`config.mk`:
```
export PLATFORM = sky130hd
export DESIGN_NAME = lsu_bus_master_flat
export DESIGN_NICKNAME = d
export VERILOG_FILES = /design/src/rtl/lsu_bus_master_if.sv /design/src/rtl/lsu_bus_master.sv /design/src/flat_wrapper.sv
export SDC_FILE = /design/constraint.sdc
export NUM_CORES = 1
export LEC_CHECK = 0
export CAP_MARGIN = 20
export CORE_MARGIN = 4
export CORE_UTILIZATION = 37
export DETAILED_ROUTE_END_ITERATION = 8
export PLACE_DENSITY = 0.69
export SETUP_SLACK_MARGIN = 0.02
export SYNTH_ARGS = -nofsm -noshare
export SYNTH_HDL_FRONTEND = slang
export SYNTH_SLANG_ARGS = --single-unit
```
`constraint.sdc`:
```
create_clock -name clock -period 8.05 [get_ports clock]
set_input_delay 0.805 -clock clock [delete_from_list [all_inputs] [get_ports clock]]
set_output_delay 0.805 -clock clock [all_outputs]
set_load 0.02 [all_outputs]
```
`src/rtl/lsu_bus_master_if.sv`:
```
// CPU-side request/response and word-addressed memory bus between the LSU and the memory/I-O manager.
interface lsu_bus_master_if;
  localparam int unsigned AW = 32;

  logic          req_valid;
  logic          req_ready;
  logic          req_write;
  logic [1:0]    req_size;
  logic          req_signed;
  logic [AW-1:0] req_addr;
  logic [AW-1:0] req_wdata;
  logic          resp_valid;
  logic [AW-1:0] resp_rdata;
  logic          resp_err;
  logic          stall;
  logic [AW-1:0] bus_addr;
  logic [AW-1:0] bus_wdata;
  logic          bus_memwrite;
  logic [AW-1:0] bus_rdata;

  modport master (
    input  req_valid, req_write, req_size, req_signed, req_addr, req_wdata, bus_rdata,
    output req_ready, resp_valid, resp_rdata, resp_err, stall, bus_addr, bus_wdata, bus_memwrite
  );

  modport slave (
    output req_valid, req_write, req_size, req_signed, req_addr, req_wdata, bus_rdata,
    input  req_ready, resp_valid, resp_rdata, resp_err, stall, bus_addr, bus_wdata, bus_memwrite
  );
endinterface

```
`src/rtl/lsu_bus_master.sv`:
```
// Load/store initiator: one byte/half/word access at a time, sub-word stores via read-modify-write.
// Optional feature: define ALIGN_CHECK_EN to reject misaligned accesses with resp_err.
module lsu_bus_master #(
  parameter int unsigned READ_LATENCY = 1
) (
  input  logic             clock,
  input  logic             reset,
  lsu_bus_master_if.master lsu
);
  localparam int unsigned AW = 32;
  localparam int unsigned CW = 3;

  typedef enum logic [2:0] {S_IDLE, S_RD, S_RMW_RD, S_WR, S_RESP} state_t;

  state_t        state_q, state_d;
  logic [1:0]    lane_q, size_q;
  logic          signed_q;
  logic [15:0]   wdata_q;
  logic [CW-1:0] cnt_q;
  logic          req_ready_q, resp_valid_q, resp_err_q, bus_memwrite_q;
  logic [AW-1:0] resp_rdata_q, bus_addr_q, bus_wdata_q;
  logic          req_ready_d, resp_valid_d, resp_err_d, bus_memwrite_d;
  logic [AW-1:0] resp_rdata_d, bus_addr_d, bus_wdata_d;

  logic          accept, size_word, size_half, err_c, rd_done;
  logic [AW-1:0] aligned_addr, merged, extended;
  logic [7:0]    byte_v;
  logic [15:0]   half_v;

  assign accept    = lsu.req_valid && req_ready_q;
  assign size_word = lsu.req_size[1];
  assign size_half = (lsu.req_size == 2'd1);
  assign rd_done   = (cnt_q == CW'(READ_LATENCY));

`ifdef ALIGN_CHECK_EN
  logic misalign;
  assign misalign = (size_half && lsu.req_addr[0]) || (size_word && (lsu.req_addr[1:0] != 2'b00));
  assign err_c    = misalign;
`else
  assign err_c    = 1'b0;
`endif

  // Offending low bits are cleared; with the alignment check on, those requests never reach the bus.
  always_comb begin
    aligned_addr = lsu.req_addr;
    if (size_word)      aligned_addr[1:0] = 2'b00;
    else if (size_half) aligned_addr[0]   = 1'b0;
  end

  // Lane extraction/extension for loads and lane merge for sub-word stores.
  always_comb begin
    byte_v   = lsu.bus_rdata[{lane_q, 3'b000} +: 8];
    half_v   = lsu.bus_rdata[{lane_q[1], 4'b0000} +: 16];
    merged   = lsu.bus_rdata;
    if (size_q == 2'd0) merged[{lane_q, 3'b000} +: 8]     = wdata_q[7:0];
    else                merged[{lane_q[1], 4'b0000} +: 16] = wdata_q;
    case (size_q)
      2'd0:    extended = signed_q ? {{24{byte_v[7]}}, byte_v} : {24'b0, byte_v};
      2'd1:    extended = signed_q ? {{16{half_v[15]}}, half_v} : {16'b0, half_v};
      default: extended = lsu.bus_rdata;
    endcase
  end

  always_ff @(posedge clock or posedge reset) begin
    if (reset) state_q <= S_IDLE;
    else       state_q <= state_d;
  end

  always_comb begin
    state_d = state_q;
    case (state_q)
      S_IDLE: begin
        if (accept) begin
          if (err_c)                              state_d = S_RESP;
          else if (lsu.req_write && !size_word)   state_d = S_RMW_RD;
          else if (lsu.req_write)                 state_d = S_WR;
          else                                    state_d = S_RD;
        end
      end
      S_RD:     if (rd_done) state_d = S_RESP;
      S_RMW_RD: if (rd_done) state_d = S_WR;
      S_WR:     state_d = S_RESP;
      S_RESP:   state_d = S_IDLE;
      default:  state_d = S_IDLE;
    endcase
  end

  // Next values of the registered outputs, decoded from the upcoming state.
  always_comb begin
    req_ready_d    = (state_d == S_IDLE);
    resp_valid_d   = (state_d == S_RESP);
    bus_memwrite_d = (state_d == S_WR);
    resp_err_d     = 1'b0;
    resp_rdata_d   = resp_rdata_q;
    bus_addr_d     = bus_addr_q;
    bus_wdata_d    = bus_wdata_q;
    case (state_q)
      S_IDLE: begin
        if (accept) begin
          if (err_c) begin
            resp_err_d   = 1'b1;
            resp_rdata_d = '0;
          end else begin
            bus_addr_d = {2'b00, aligned_addr[AW-1:2]};
            if (lsu.req_write && size_word) bus_wdata_d = lsu.req_wdata;
          end
        end
      end
      S_RD:     if (rd_done) resp_rdata_d = extended;
      S_RMW_RD: if (rd_done) bus_wdata_d = merged;
      S_WR:     resp_rdata_d = '0;
      default:  ;
    endcase
  end

  always_ff @(posedge clock or posedge reset) begin
    if (reset) begin
      req_ready_q    <= 1'b0;
      resp_valid_q   <= 1'b0;
      resp_err_q     <= 1'b0;
      bus_memwrite_q <= 1'b0;
      resp_rdata_q   <= '0;
      bus_addr_q     <= '0;
      bus_wdata_q    <= '0;
      lane_q         <= '0;
      size_q         <= '0;
      signed_q       <= 1'b0;
      wdata_q        <= '0;
      cnt_q          <= '0;
    end else begin
      req_ready_q    <= req_ready_d;
      resp_valid_q   <= resp_valid_d;
      resp_err_q     <= resp_err_d;
      bus_memwrite_q <= bus_memwrite_d;
      resp_rdata_q   <= resp_rdata_d;
      bus_addr_q     <= bus_addr_d;
      bus_wdata_q    <= bus_wdata_d;
      if (accept) begin
        lane_q   <= aligned_addr[1:0];
        size_q   <= lsu.req_size;
        signed_q <= lsu.req_signed;
        wdata_q  <= lsu.req_wdata[15:0];
        cnt_q    <= '0;
      end else if ((state_q == S_RD || state_q == S_RMW_RD) && !rd_done) begin
        cnt_q <= cnt_q + CW'(1);
      end
    end
  end

  assign lsu.req_ready    = req_ready_q;
  assign lsu.resp_valid   = resp_valid_q;
  assign lsu.resp_rdata   = resp_rdata_q;
  assign lsu.resp_err     = resp_err_q;
  assign lsu.bus_addr     = bus_addr_q;
  assign lsu.bus_wdata    = bus_wdata_q;
  assign lsu.bus_memwrite = bus_memwrite_q;
  assign lsu.stall        = lsu.req_valid && !req_ready_q;
endmodule
```
`src/flat_wrapper.sv`:
```
// flat-port wrapper written by rule: the top's interface ports become plain ports
module lsu_bus_master_flat 
#(
  parameter int unsigned READ_LATENCY = 1
)
  (clock, reset, lsu_req_valid, lsu_req_write, lsu_req_size, lsu_req_signed, lsu_req_addr, lsu_req_wdata, lsu_bus_rdata, lsu_req_ready, lsu_resp_valid, lsu_resp_rdata, lsu_resp_err, lsu_stall, lsu_bus_addr, lsu_bus_wdata, lsu_bus_memwrite);
  lsu_bus_master_if lsu_i ();
  input  logic clock;
  input  logic reset;
  input wire logic [$bits(lsu_i.req_valid)-1:0] lsu_req_valid;
  input wire logic [$bits(lsu_i.req_write)-1:0] lsu_req_write;
  input wire logic [$bits(lsu_i.req_size)-1:0] lsu_req_size;
  input wire logic [$bits(lsu_i.req_signed)-1:0] lsu_req_signed;
  input wire logic [$bits(lsu_i.req_addr)-1:0] lsu_req_addr;
  input wire logic [$bits(lsu_i.req_wdata)-1:0] lsu_req_wdata;
  input wire logic [$bits(lsu_i.bus_rdata)-1:0] lsu_bus_rdata;
  output wire logic [$bits(lsu_i.req_ready)-1:0] lsu_req_ready;
  output wire logic [$bits(lsu_i.resp_valid)-1:0] lsu_resp_valid;
  output wire logic [$bits(lsu_i.resp_rdata)-1:0] lsu_resp_rdata;
  output wire logic [$bits(lsu_i.resp_err)-1:0] lsu_resp_err;
  output wire logic [$bits(lsu_i.stall)-1:0] lsu_stall;
  output wire logic [$bits(lsu_i.bus_addr)-1:0] lsu_bus_addr;
  output wire logic [$bits(lsu_i.bus_wdata)-1:0] lsu_bus_wdata;
  output wire logic [$bits(lsu_i.bus_memwrite)-1:0] lsu_bus_memwrite;
  assign lsu_i.req_valid = lsu_req_valid;
  assign lsu_i.req_write = lsu_req_write;
  assign lsu_i.req_size = lsu_req_size;
  assign lsu_i.req_signed = lsu_req_signed;
  assign lsu_i.req_addr = lsu_req_addr;
  assign lsu_i.req_wdata = lsu_req_wdata;
  assign lsu_i.bus_rdata = lsu_bus_rdata;
  assign lsu_req_ready = lsu_i.req_ready;
  assign lsu_resp_valid = lsu_i.resp_valid;
  assign lsu_resp_rdata = lsu_i.resp_rdata;
  assign lsu_resp_err = lsu_i.resp_err;
  assign lsu_stall = lsu_i.stall;
  assign lsu_bus_addr = lsu_i.bus_addr;
  assign lsu_bus_wdata = lsu_i.bus_wdata;
  assign lsu_bus_memwrite = lsu_i.bus_memwrite;
  lsu_bus_master #(.READ_LATENCY(READ_LATENCY)) u_core (.clock(clock), .reset(reset), .lsu(lsu_i));
endmodule
```
==> results by group, run 1 <==
Synthesis
  – Portion of synthesized cell area occupied by the leading cell type: 46.11%
  – Post-synthesis simple-gate area fraction: 9.502%
  – Post-synthesis compound-gate area fraction: 18.22%
  – Post-Synth XOR/XNOR Area: 0.3905%
  – Prevailing post-synth register cell: dfrtp_1
  – Synthesized cell area: 6729 sq um
  – Number of cells produced by synthesis: 600
  – List of most frequent post-synthesis cells: dfrtp_1, mux2_2, nand2_1
  – Avg Cell Area, Syn: 11.21 sq um
  – Flops & latches, synth: 124
  – Number of synthesized flops with an enable pin: 0
  – Number of unique standard cell types used by synthesis: 43
  – Post-synthesis adder-cell area fraction: 1.302%
  – Share of cell area taken by muxes after synthesis: 20.16%
  – Proportion of synthesized chip area in sequential cells: 46.11%
  – Proportion of register bits with asynchronous set or reset after synthesis: 100.0%
  – Post-synth top area cell: dfrtp_1
  – Dominant combinational cell family by area after synthesis: multiplexers
  – Most instantiated library cell after synthesis: dfrtp_1
  – Yosys warning total: 0
  – Synth top area cells: dfrtp_1, mux2_2, a22o_1

Floorplanning
  – Overall die area: 20410 sq um
  – Total I/O pin count: 204
  – DIE WIDTH: 142.9 um
  – Placeable Area: 17900 sq um
  – Height of the die: 142.9 um
  – Initial Util: 37.59%
  – Row Count: 49

Worst setup path
  – Launching element type of the critical path: input pin
  – Dominant cell type by count on the critical path: buf_4
  – Kind of end point of the critical path: flip-flop
  – Top Family by Delay on Critical Path: buffers and inverters
  – Worst Setup Path Type: input pin to flip-flop
  – Slowest cell on crit path: nand2_1
  – Required @ worst endpoint: 8.36 ns
  – Largest driver fanout on the critical path: 33
  – Arrival time at the worst endpoint: 3.90 ns
  – Buffering stage count on the worst path with inverters included: 3
  – Largest stage delay on the critical path: 0.65 ns
  – Critical path cell sequence: clkdlybuf4s50_1, nand2_1, nor4_4, buf_4, a32o_1, buf_4, mux2_2

Clock network
  – Post-CTS setup buffer count: 0
  – Clock latency at the later pin of the worst-skew pair: 0.43 ns
  – # H-tree levels: 4
  – Number of buffers between clock root and the deepest sink: 2
  – Inserted Clock Buffers: 17
  – Hold buffer count at CTS: 0
  – Total clock sinks: 124
  – Post-cts sizing count: 0
  – CTS root buffer: clkbuf_16
  – CTS clock-pin slew for the worst setup and hold paths: 0.06 ns
  – Clock tree from TritonCTS: yes

GRT
  – First-pass GRT wire length: 33500 um
  – Aggregate global-route resource usage: 21.33%
  – Via count of the first global-routing pass: 5889
  – Initial antenna violation count: 0
  – Pin count of the biggest net entering global routing: 72
  – Aggregate global routing overflow: 0

Routing
  – DRC violations left: 0
  – Number of DRC violations after detailed-routing iteration 0: 494
  – Pre-antenna DRT Iters: 5
  – Post-detailed-routing wire length: 21910 um
  – Wire per inst: 21.52 um
  – Post-detailed-route count of antenna-violating nets: 0
  – Count of vias placed by the detailed router: 5772
  – Detailed-route vias per instance: 5.670

Timing
  – Total negative slack: 0 ns
  – Final Max Tran Viols: 0
  – Share of the cycle needed by the critical path after routing: 44.54%
  – Upper clock frequency limit: 278.9 MHz
  – Final count of hold timing violations: 0
  – Actual slew at the worst max-slew pin: 1.074 ns
  – Setup repair after global routing missed its margin: no
  – Minimum period implied by the final worst setup slack: 3.585 ns
  – Slew HR: 28.21%
  – Number of setup violations in the final report: 0
  – Clock skew after layout: 0.008908 ns

Placed design
  – Placed Area: 8837 sq um
  – Last weighted congestion value of the routability-driven placer: 0.8611
  – HPWL after DPL: 15820 um
  – Number of port buffers: 200

Pwr
  – Total Power Consumption: 0.003880 W
  – Total power per unit cell area: 410.3 nW/um^2
  – Leak pwr: 3.772 nW
  – Peak supply drop: 0.0002738 V

Cells and area
  – Number of nets in the final layout: 886
  – Synth-to-layout area growth: 40.54%
  – Filler Cell Count: 1538
  – Antenna Diode Count: 0
  – Layout cell share with drive strength beyond 1: 18.63%
  – Post-route standard cell area excluding fillers: 9457 sq um
  – Layout Utilization: 52.82%

Run status
  – Status: complete, no violations

Run
  – Max_cap viols: 0

Min path
  – Hold/Removal Path Class: flip-flop to flip-flop
final timing paths:
check,cells after the start,to,slack (ns),startpoint
worst max-delay path,7,u_core.lsu.bus_wdata[17],4.46,lsu_req_valid
worst min-delay path,2,u_core.lsu.resp_rdata[5],0.49,u_core.lsu.resp_rdata[5]
worst max register to register,6,u_core.lsu.bus_wdata[17],4.98,u_core.lsu.req_ready
worst min register to register,2,u_core.lsu.resp_rdata[5],0.49,u_core.lsu.resp_rdata[5]
max in group asynchronous,3,u_core.lane_q[1],5.87,reset
min in group asynchronous,2,u_core.lsu.bus_memwrite,0.93,reset
layer usage:
layer  track usage, %  share of wire, %  vias up
met2            33.90                47      270
li1                 -                 -     2613
met5                0                 0        -
met3            6.631               9.1       36
met1            27.88                42     2853
met4            6.903               2.1        0
through the flow:
step	std cells	hold slack, ns	setup WS [ns]
detailed placement	985	0.4799	4.037
CTS	1017	0.4925	4.474
global route	1018	0.5191	4.278
global placement	984	0.4784	4.147
finish	1018	0.4904	4.465
floorplan	602	0.5011	3.946
where the power goes:
| part | internal, W | switching [W] |
|---|---|---|
| combinational | 0.000948 | 0.000946 |
| sequential | 0.000917 | 0.000272 |
| clock | 0.000495 | 0.000302 |
| total | 0.00236 | 0.00152 |
registers in the layout, summed over array words and instances, names as in the netlist:
name                     count
u_core.lane_q                2
u_core.lsu.req_ready         1
u_core.lsu.resp_valid        1
u_core.wdata_q              16
u_core.state_q               3
u_core.lsu.bus_addr         30
u_core.lsu.bus_wdata        32
u_core.signed_q              1
u_core.lsu.bus_memwrite      1
u_core.size_q                2
u_core.cnt_q                 3
u_core.lsu.resp_rdata       32
cell usage in the layout, fill, tap and decap left out, types with 7 or more instances in the layout:
cell type        instances
dfrtp_1                123
nand3_1                  8
a22o_1                  33
a221o_1                 16
clkdlybuf4s50_1        200
a21oi_1                 27
nand2b_1                27
nand3b_1                 8
o311ai_0                 8
inv_1                    7
nand2_1                 39
nor2_1                  11
a221oi_1                17
mux2_2                  96
buf_4                    8
ha_1                     7
o211ai_1                16
o31ai_1                  8
o21ai_0                 26
clkinvlp_4               7
mux2i_1                 26
clkbuf_16               17
layout make-up:
type / instances / area, sq um / share of cell area [%]
clock buffers: 19 / 442.9 / 4.684
clock inverters: 13 / 168.9 / 1.786
inverters: 9 / 36.28 / 0.3837
multi-input cells: 415 / 3351 / 35.43
flip-flops and latches: 124 / 3104 / 32.83
well taps: 229 / 286.5 / 3.030
repair buffers: 209 / 2067 / 21.86
cells by family after synthesis:
kind of cell               after synthesis
AOI/OAI and AO/OA                      163
and+or+nand+nor                        116
buffers and inverters                   63
other                                    1
xor gates and xnor gates                 3
adders and majority gates                7
muxes                                  123
DFF                                    124
tightest hold or removal path, delay by kind of cell (launching register included):
kind	cells	cell delay (ns)
and+or+nand+nor	1	0.05
DFF	1	0.34
AOI/OAI and AO/OA	1	0.06
No activity file was read; power rests on OpenSTA's default activity.
==> inputs of run 2 (changes only) <==
==> constraint.sdc (replaced) <==
create_clock -name clock -period 3.4 [get_ports clock]
set_input_delay 0.34 -clock clock [delete_from_list [all_inputs] [get_ports clock]]
set_output_delay 0.34 -clock clock [all_outputs]
set_load 0.02 [all_outputs]
==> results by group, run 2 (synthesized netlist as in run 1, its figures left out) <==
Run status
  – Status: complete, no violations

Routing
  – Post-detailed-route count of antenna-violating nets: 0 (unchanged)
  – Number of DRC violations after detailed-routing iteration 0: 545 (+10%)
  – Wire per inst: 22.16 um (+3.0%)
  – Detailed-route vias per instance: 5.746 (+1.3%)
  – Pre-antenna DRT Iters: 6 (+1)
  – Count of vias placed by the detailed router: 5855 (+1.4%)
  – DRC violations left: 0 (unchanged)
  – Post-detailed-routing wire length: 22580 um (+3.1%)

Clock network
  – Total clock sinks: 124 (unchanged)
  – Inserted Clock Buffers: 17 (unchanged)
  – Number of buffers between clock root and the deepest sink: 2 (unchanged)
  – Post-CTS setup buffer count: 0 (unchanged)
  – Hold buffer count at CTS: 0 (unchanged)
  – # H-tree levels: 4 (unchanged)
  – CTS root buffer: clkbuf_16
  – Post-cts sizing count: 0 (unchanged)
  – CTS clock-pin slew for the worst setup and hold paths: 0.06 ns (about the same)
  – Clock latency at the later pin of the worst-skew pair: 0.42 ns (about the same)
  – Clock tree from TritonCTS: yes

Worst setup path
  – Worst Setup Path Type: flip-flop to flip-flop
  – Largest stage delay on the critical path: 0.63 ns (-0.02 ns)
  – Slowest cell on crit path: ha_1
  – Arrival time at the worst endpoint: 2.81 ns (-1.09 ns)
  – Launching element type of the critical path: flip-flop
  – Required @ worst endpoint: 3.70 ns (-4.66 ns)
  – Critical path cell sequence: buf_4, ha_1, nand2b_1, o211ai_1, a22o_1, mux2_2
  – Largest driver fanout on the critical path: 46 (+39%)
  – Kind of end point of the critical path: flip-flop

Floorplanning
  – Total I/O pin count: 204 (unchanged)
  – Height of the die: 142.9 um (unchanged)
  – DIE WIDTH: 142.9 um (unchanged)
  – Row Count: 49 (unchanged)
  – Initial Util: 37.59% (unchanged)
  – Placeable Area: 17900 sq um (unchanged)
  – Overall die area: 20410 sq um (unchanged)

Timing
  – Clock skew after layout: 0.007555 ns (-0.001353 ns)
  – Share of the cycle needed by the critical path after routing: 73.66%
  – Slew HR: 44.79% (+17 points)
  – Total negative slack: 0 ns (unchanged)
  – Setup repair after global routing missed its margin: no
  – Upper clock frequency limit: 399.3 MHz
  – Minimum period implied by the final worst setup slack: 2.505 ns
  – Final count of hold timing violations: 0 (unchanged)
  – Actual slew at the worst max-slew pin: 0.8264 ns (-0.2479 ns)
  – Number of setup violations in the final report: 0 (unchanged)
  – Final Max Tran Viols: 0 (unchanged)

Placed design
  – Number of instances in the placed design: 989 (+0.41%)
  – Last weighted congestion value of the routability-driven placer: 0.8810 (+2.3%)
  – Number of port buffers: 200 (unchanged)
  – HPWL after DPL: 16370 um (+3.4%)

Cells and area
  – Layout cell share with drive strength beyond 1: 18.86% (+0.23 points)
  – Most frequent standard cell in the layout excluding fill and tap cells: clkdlybuf4s50_1
  – Cell Count, Final, Fillers Out: 1019 (+0.098%)
  – Top library cells by usage in the layout, fill and taps aside: clkdlybuf4s50_1, dfrtp_1, mux2_2
  – Number of nets in the final layout: 889 (+0.34%)
  – Synth-to-layout area growth: 40.50% (about the same)
  – Antenna Diode Count: 0 (unchanged)

GRT
  – Via count of the first global-routing pass: 5931 (+0.71%)
  – Aggregate global routing overflow: 0 (unchanged)
  – Aggregate global-route resource usage: 22.10% (+0.78 points)
  – Initial antenna violation count: 0 (unchanged)
  – Pin count of the biggest net entering global routing: 58 (-19%)
  – First-pass GRT wire length: 34510 um (+3.0%)

Run
  – Max_cap viols: 0 (unchanged)

Pwr
  – Total power per unit cell area: 961.2 nW/um^2 (+130%)
  – Leak pwr: 3.800 nW (+0.74%)
  – Total Power Consumption: 0.009087 W (+130%)
  – Peak supply drop: 0.0005338 V (+95%)

Min path
  – Hold/Removal Path Class: input pin to asynchronous set/reset pin
run 2: cell count changes in the layout (fill, tap and decap cells not counted):
cell        change
clkbuf_8        +5
clkinv_2        +5
clkinvlp_4      -5
buf_4           +3
clkinv_4        -3
bufinv_16       -2
buf_12          +1
buf_2           -1
clkbuf_1        -1
inv_4           -1
run 2: layer usage:
metal | part of all wire, % | global-route usage, % | wire, um
met5 | 0 | 0 | 0
met4 | 3.5 | 9.905 | 791
met3 | 9.5 | 6.832 | 2140
met2 | 46 | 34.97 | 10450
met1 | 41 | 27.89 | 9197
run 2: worst paths after layout:
| check | startpoint | to | slack [ns] | depth (start not counted) |
|---|---|---|---|---|
| max in group asynchronous | reset | u_core.lsu.resp_rdata[24] | 1.89 | 3 |
| setup reg to reg | u_core.lane_q[1] | u_core.lsu.bus_wdata[26] | 0.90 | 6 |
| hold / removal | reset | u_core.lsu.bus_addr[13] | 0.44 | 2 |
| min in group clock | u_core.lsu.resp_rdata[1] | u_core.lsu.resp_rdata[1] | 0.48 | 2 |
| setup / recovery | u_core.lane_q[1] | u_core.lsu.bus_wdata[26] | 0.90 | 6 |
| hold reg to reg | u_core.lsu.resp_rdata[1] | u_core.lsu.resp_rdata[1] | 0.48 | 2 |
run 2: layout make-up:
cell class              instances  area [sq um]
clock inverters                 7         62.56
fillers                      1572          8448
multi-input cells             415          3351
clock buffers                  23         508.0
flip-flops and latches        124          3104
inverters                       9         37.54
well taps                     229         286.5
repair buffers                212          2105
run 2: power by group:
| group | internal [W] | leakage [nW] | total, W | switching [W] |
|---|---|---|---|---|
| clock | 0.00111 | 0.286 | 0.00175 | 0.000646 |
| sequential | 0.00217 | 1.53 | 0.00281 | 0.000637 |
| combinational | 0.00226 | 1.98 | 0.00453 | 0.00227 |
| total | 0.00554 | 3.80 | 0.00909 | 0.00355 |
run 2: per-stage QoR:
| step | util (%) | area, sq um | setup slack, ns | hold slack (ns) |
|---|---|---|---|---|
| CTS | 52.81 | 9454 | 0.9466 | 0.4568 |
| detailed placement | 49.62 | 8884 | 0.9724 | 0.4787 |
| global route | 52.81 | 9454 | 0.8008 | 0.5070 |
| floorplan | - | 6740 | 0.8621 | 0.4265 |
| finish | 52.81 | 9454 | 0.8954 | 0.4358 |
| global placement | 49.62 | 8884 | 0.9628 | 0.4784 |
run 2: worst max-delay path, delay by kind of cell (launching register included):
family	cells	cell delay [ns]
AOI/OAI and AO/OA	2	0.33
adders and majority gates	1	0.63
buffers and inverters	1	0.57
DFF	1	0.36
muxes	1	0.26
and+or+nand+nor	1	0.20
==> inputs of run 3 (changes only) <==
--- a/config.mk
+++ b/config.mk
@@ -9,7 +9,7 @@
 export CORE_MARGIN = 4
 export CORE_UTILIZATION = 37
 export DETAILED_ROUTE_END_ITERATION = 8
-export PLACE_DENSITY = 0.69
+export PLACE_DENSITY = 0.72
 export SETUP_SLACK_MARGIN = 0.02
 export SYNTH_ARGS = -nofsm -noshare
 export SYNTH_HDL_FRONTEND = slang
==> constraint.sdc (replaced) <==
create_clock -name clock -period 2.01 [get_ports clock]
set_input_delay 0.201 -clock clock [delete_from_list [all_inputs] [get_ports clock]]
set_output_delay 0.201 -clock clock [all_outputs]
set_load 0.02 [all_outputs]
==> results by group, run 3 (synthesized netlist as in run 1, its figures left out) <==
Cells and area
  – Synth-to-layout area growth: 46.00%
  – Cell Count, Final, Fillers Out: 1048 (+2.8%)
  – Post-route standard cell area excluding fillers: 9824 sq um (+3.9%)
  – Top library cells by usage in the layout, fill and taps aside: clkdlybuf4s50_1, dfrtp_1, mux2_2
  – Most frequent standard cell in the layout excluding fill and tap cells: clkdlybuf4s50_1
  – Layout cell share with drive strength beyond 1: 23.11% (+4.2 points)
  – Filler Cell Count: 1572 (unchanged)
  – Number of nets in the final layout: 917 (+3.1%)

Run
  – Max_cap viols: 0 (unchanged)

Timing
  – Number of setup violations in the final report: 0 (unchanged)
  – Final count of hold timing violations: 0 (unchanged)
  – Actual slew at the worst max-slew pin: 0.5000 ns (-0.3264 ns)
  – Upper clock frequency limit: 502.6 MHz (+26%)
  – Clock skew after layout: 0.01277 ns (+0.005212 ns)
  – Fin worst setup slack: 0.02016 ns (-0.8753 ns)
  – Setup repair after global routing missed its margin: yes
  – Worst hold slack: 0.05440 ns (-0.3814 ns)
  – Minimum period implied by the final worst setup slack: 1.990 ns (-0.5147 ns)
  – Slew HR: 66.60% (+22 points)
  – Final Max Tran Viols: 0 (unchanged)
  – Share of the cycle needed by the critical path after routing: 99.00% (+25 points)

GRT
  – Aggregate global-route resource usage: 21.60% (-0.50 points)
  – Initial antenna violation count: 3 (+3)
  – First-pass GRT wire length: 33870 um (-1.9%)
  – Aggregate global routing overflow: 0 (unchanged)
  – Via count of the first global-routing pass: 5821 (-1.9%)
  – Pin count of the biggest net entering global routing: 88 (+52%)

Worst setup path
  – Largest driver fanout on the critical path: 16 (-65%)
  – Required @ worst endpoint: 2.31 ns (-1.39 ns)
  – Kind of end point of the critical path: flip-flop
  – Launching element type of the critical path: flip-flop
  – Worst Setup Path Type: flip-flop to flip-flop
  – Arrival time at the worst endpoint: 2.29 ns (-0.52 ns)

Clock network
  – CTS root buffer: clkbuf_16
  – Number of buffers between clock root and the deepest sink: 2 (unchanged)
  – CTS clock-pin slew for the worst setup and hold paths: 0.06 ns (about the same)
  – # H-tree levels: 4 (unchanged)
  – Total clock sinks: 124 (unchanged)
  – Clock latency at the later pin of the worst-skew pair: 0.42 ns (about the same)
  – Inserted Clock Buffers: 17 (unchanged)
  – Clock tree from TritonCTS: yes
  – Hold buffer count at CTS: 0 (unchanged)

Placed design
  – Post-Place Setup Slack: -0.01068 ns (-0.9831 ns)
  – Last weighted congestion value of the routability-driven placer: 0.8679 (-1.5%)
  – Placed Area: 9184 sq um (+3.4%)
  – Number of port buffers: 200 (unchanged)
  – Number of instances in the placed design: 1015 (+2.6%)
  – HPWL after DPL: 16000 um (-2.3%)

Pwr
  – Peak supply drop: 0.0008462 V (+59%)
  – Total Power Consumption: 0.01581 W (+74%)
  – Leak pwr: 3.976 nW (+4.6%)
  – Total power per unit cell area: 1610 nW/um^2 (+67%)

Min path
  – Hold/Removal Path Class: input pin to asynchronous set/reset pin

Floorplanning
  – Overall die area: 20410 sq um (unchanged)
  – Placeable Area: 17900 sq um (unchanged)
  – Total I/O pin count: 204 (unchanged)
  – Height of the die: 142.9 um (unchanged)
  – Initial Util: 37.59% (unchanged)
  – Row Count: 49 (unchanged)
  – DIE WIDTH: 142.9 um (unchanged)

Routing
  – Number of DRC violations after detailed-routing iteration 0: 467 (-14%)
  – Pre-antenna DRT Iters: 5 (-1)
  – DRC violations left: 0 (unchanged)
  – Post-detailed-routing wire length: 21810 um (-3.4%)
  – Post-detailed-route count of antenna-violating nets: 0 (unchanged)
  – Count of vias placed by the detailed router: 5865 (+0.17%)
  – Detailed-route vias per instance: 5.596 (-2.6%)
  – Wire per inst: 20.81 um (-6.1%)

Run status
  – Status: complete, no violations
==> run 3: per-stage QoR <==
| step | utilization, % | setup TNS [ns] |
|---|---|---|
| 5_1_grt | 54.88 | -0.1815 |
| 3_5_place_dp | 51.30 | -0.01756 |
| 3_3_place_gp | 51.30 | -0.008892 |
| 2_1_floorplan | - | -0.07695 |
| 4_1_cts | 54.43 | 0 |
| 6_report | 54.88 | 0 |
==> run 3: final timing paths <==
check / start / end / slack, ns / cells past startpoint
worst min register to register: u_core.lsu.resp_rdata[2] / u_core.lsu.resp_rdata[2] / 0.48 / 2
worst min-delay path: reset / u_core.lsu.bus_memwrite / 0.05 / 2
worst max-delay path: u_core.lane_q[1] / u_core.lsu.resp_rdata[18] / 0.02 / 5
max in group asynchronous: reset / u_core.lane_q[1] / 1.22 / 3
min in group clock: lsu_req_addr[0] / u_core.lane_q[0] / 0.38 / 2
worst max register to register: u_core.lane_q[1] / u_core.lsu.resp_rdata[18] / 0.02 / 5
==> run 3: area by class of cell <==
class	count	area, sq um	share of cell area, %
multi-input cells	415	3426	34.87
flip-flops and latches	124	3104	31.60
repair buffers	240	2402	24.45
clock buffers	23	488.0	4.967
well taps	229	286.5	2.916
clock inverters	7	65.06	0.6623
inverters	9	50.05	0.5094
diodes	1	2.502	0.02547
==> run 3: worst max-delay path, stage by stage (launching register included) <==
cell and delay [ns]:
dfrtp_2 0.53, buf_12 0.15, mux2_4 0.29, a22o_1 0.23, o2111a_2 0.36, a221o_1 0.30
==> run 3: power by group <==
part	switching (W)	total, W	internal, W
Clock	0.00109	0.00290	0.00181
Sequential	0.00107	0.00475	0.00367
Combinational	0.00396	0.00817	0.00421
Total	0.00612	0.0158	0.00969
==> run 3: repair_timing <==
action / 4_1_cts / 5_1_grt
setup endpoints to repair: 2 / 42
resized for setup: 1 / 15
pin swaps: 0 / 0
buffers inserted: 1 / 1
==> run 3: layer usage <==
layer | vias to the layer above | GRT usage, % | share of wire, %
met5 | - | 0 | 0.12
met4 | 4 | 7.204 | 2.5
met3 | 42 | 8.339 | 10
met2 | 289 | 33.51 | 46
met1 | 2854 | 27.83 | 41
li1 | 2676 | - | -
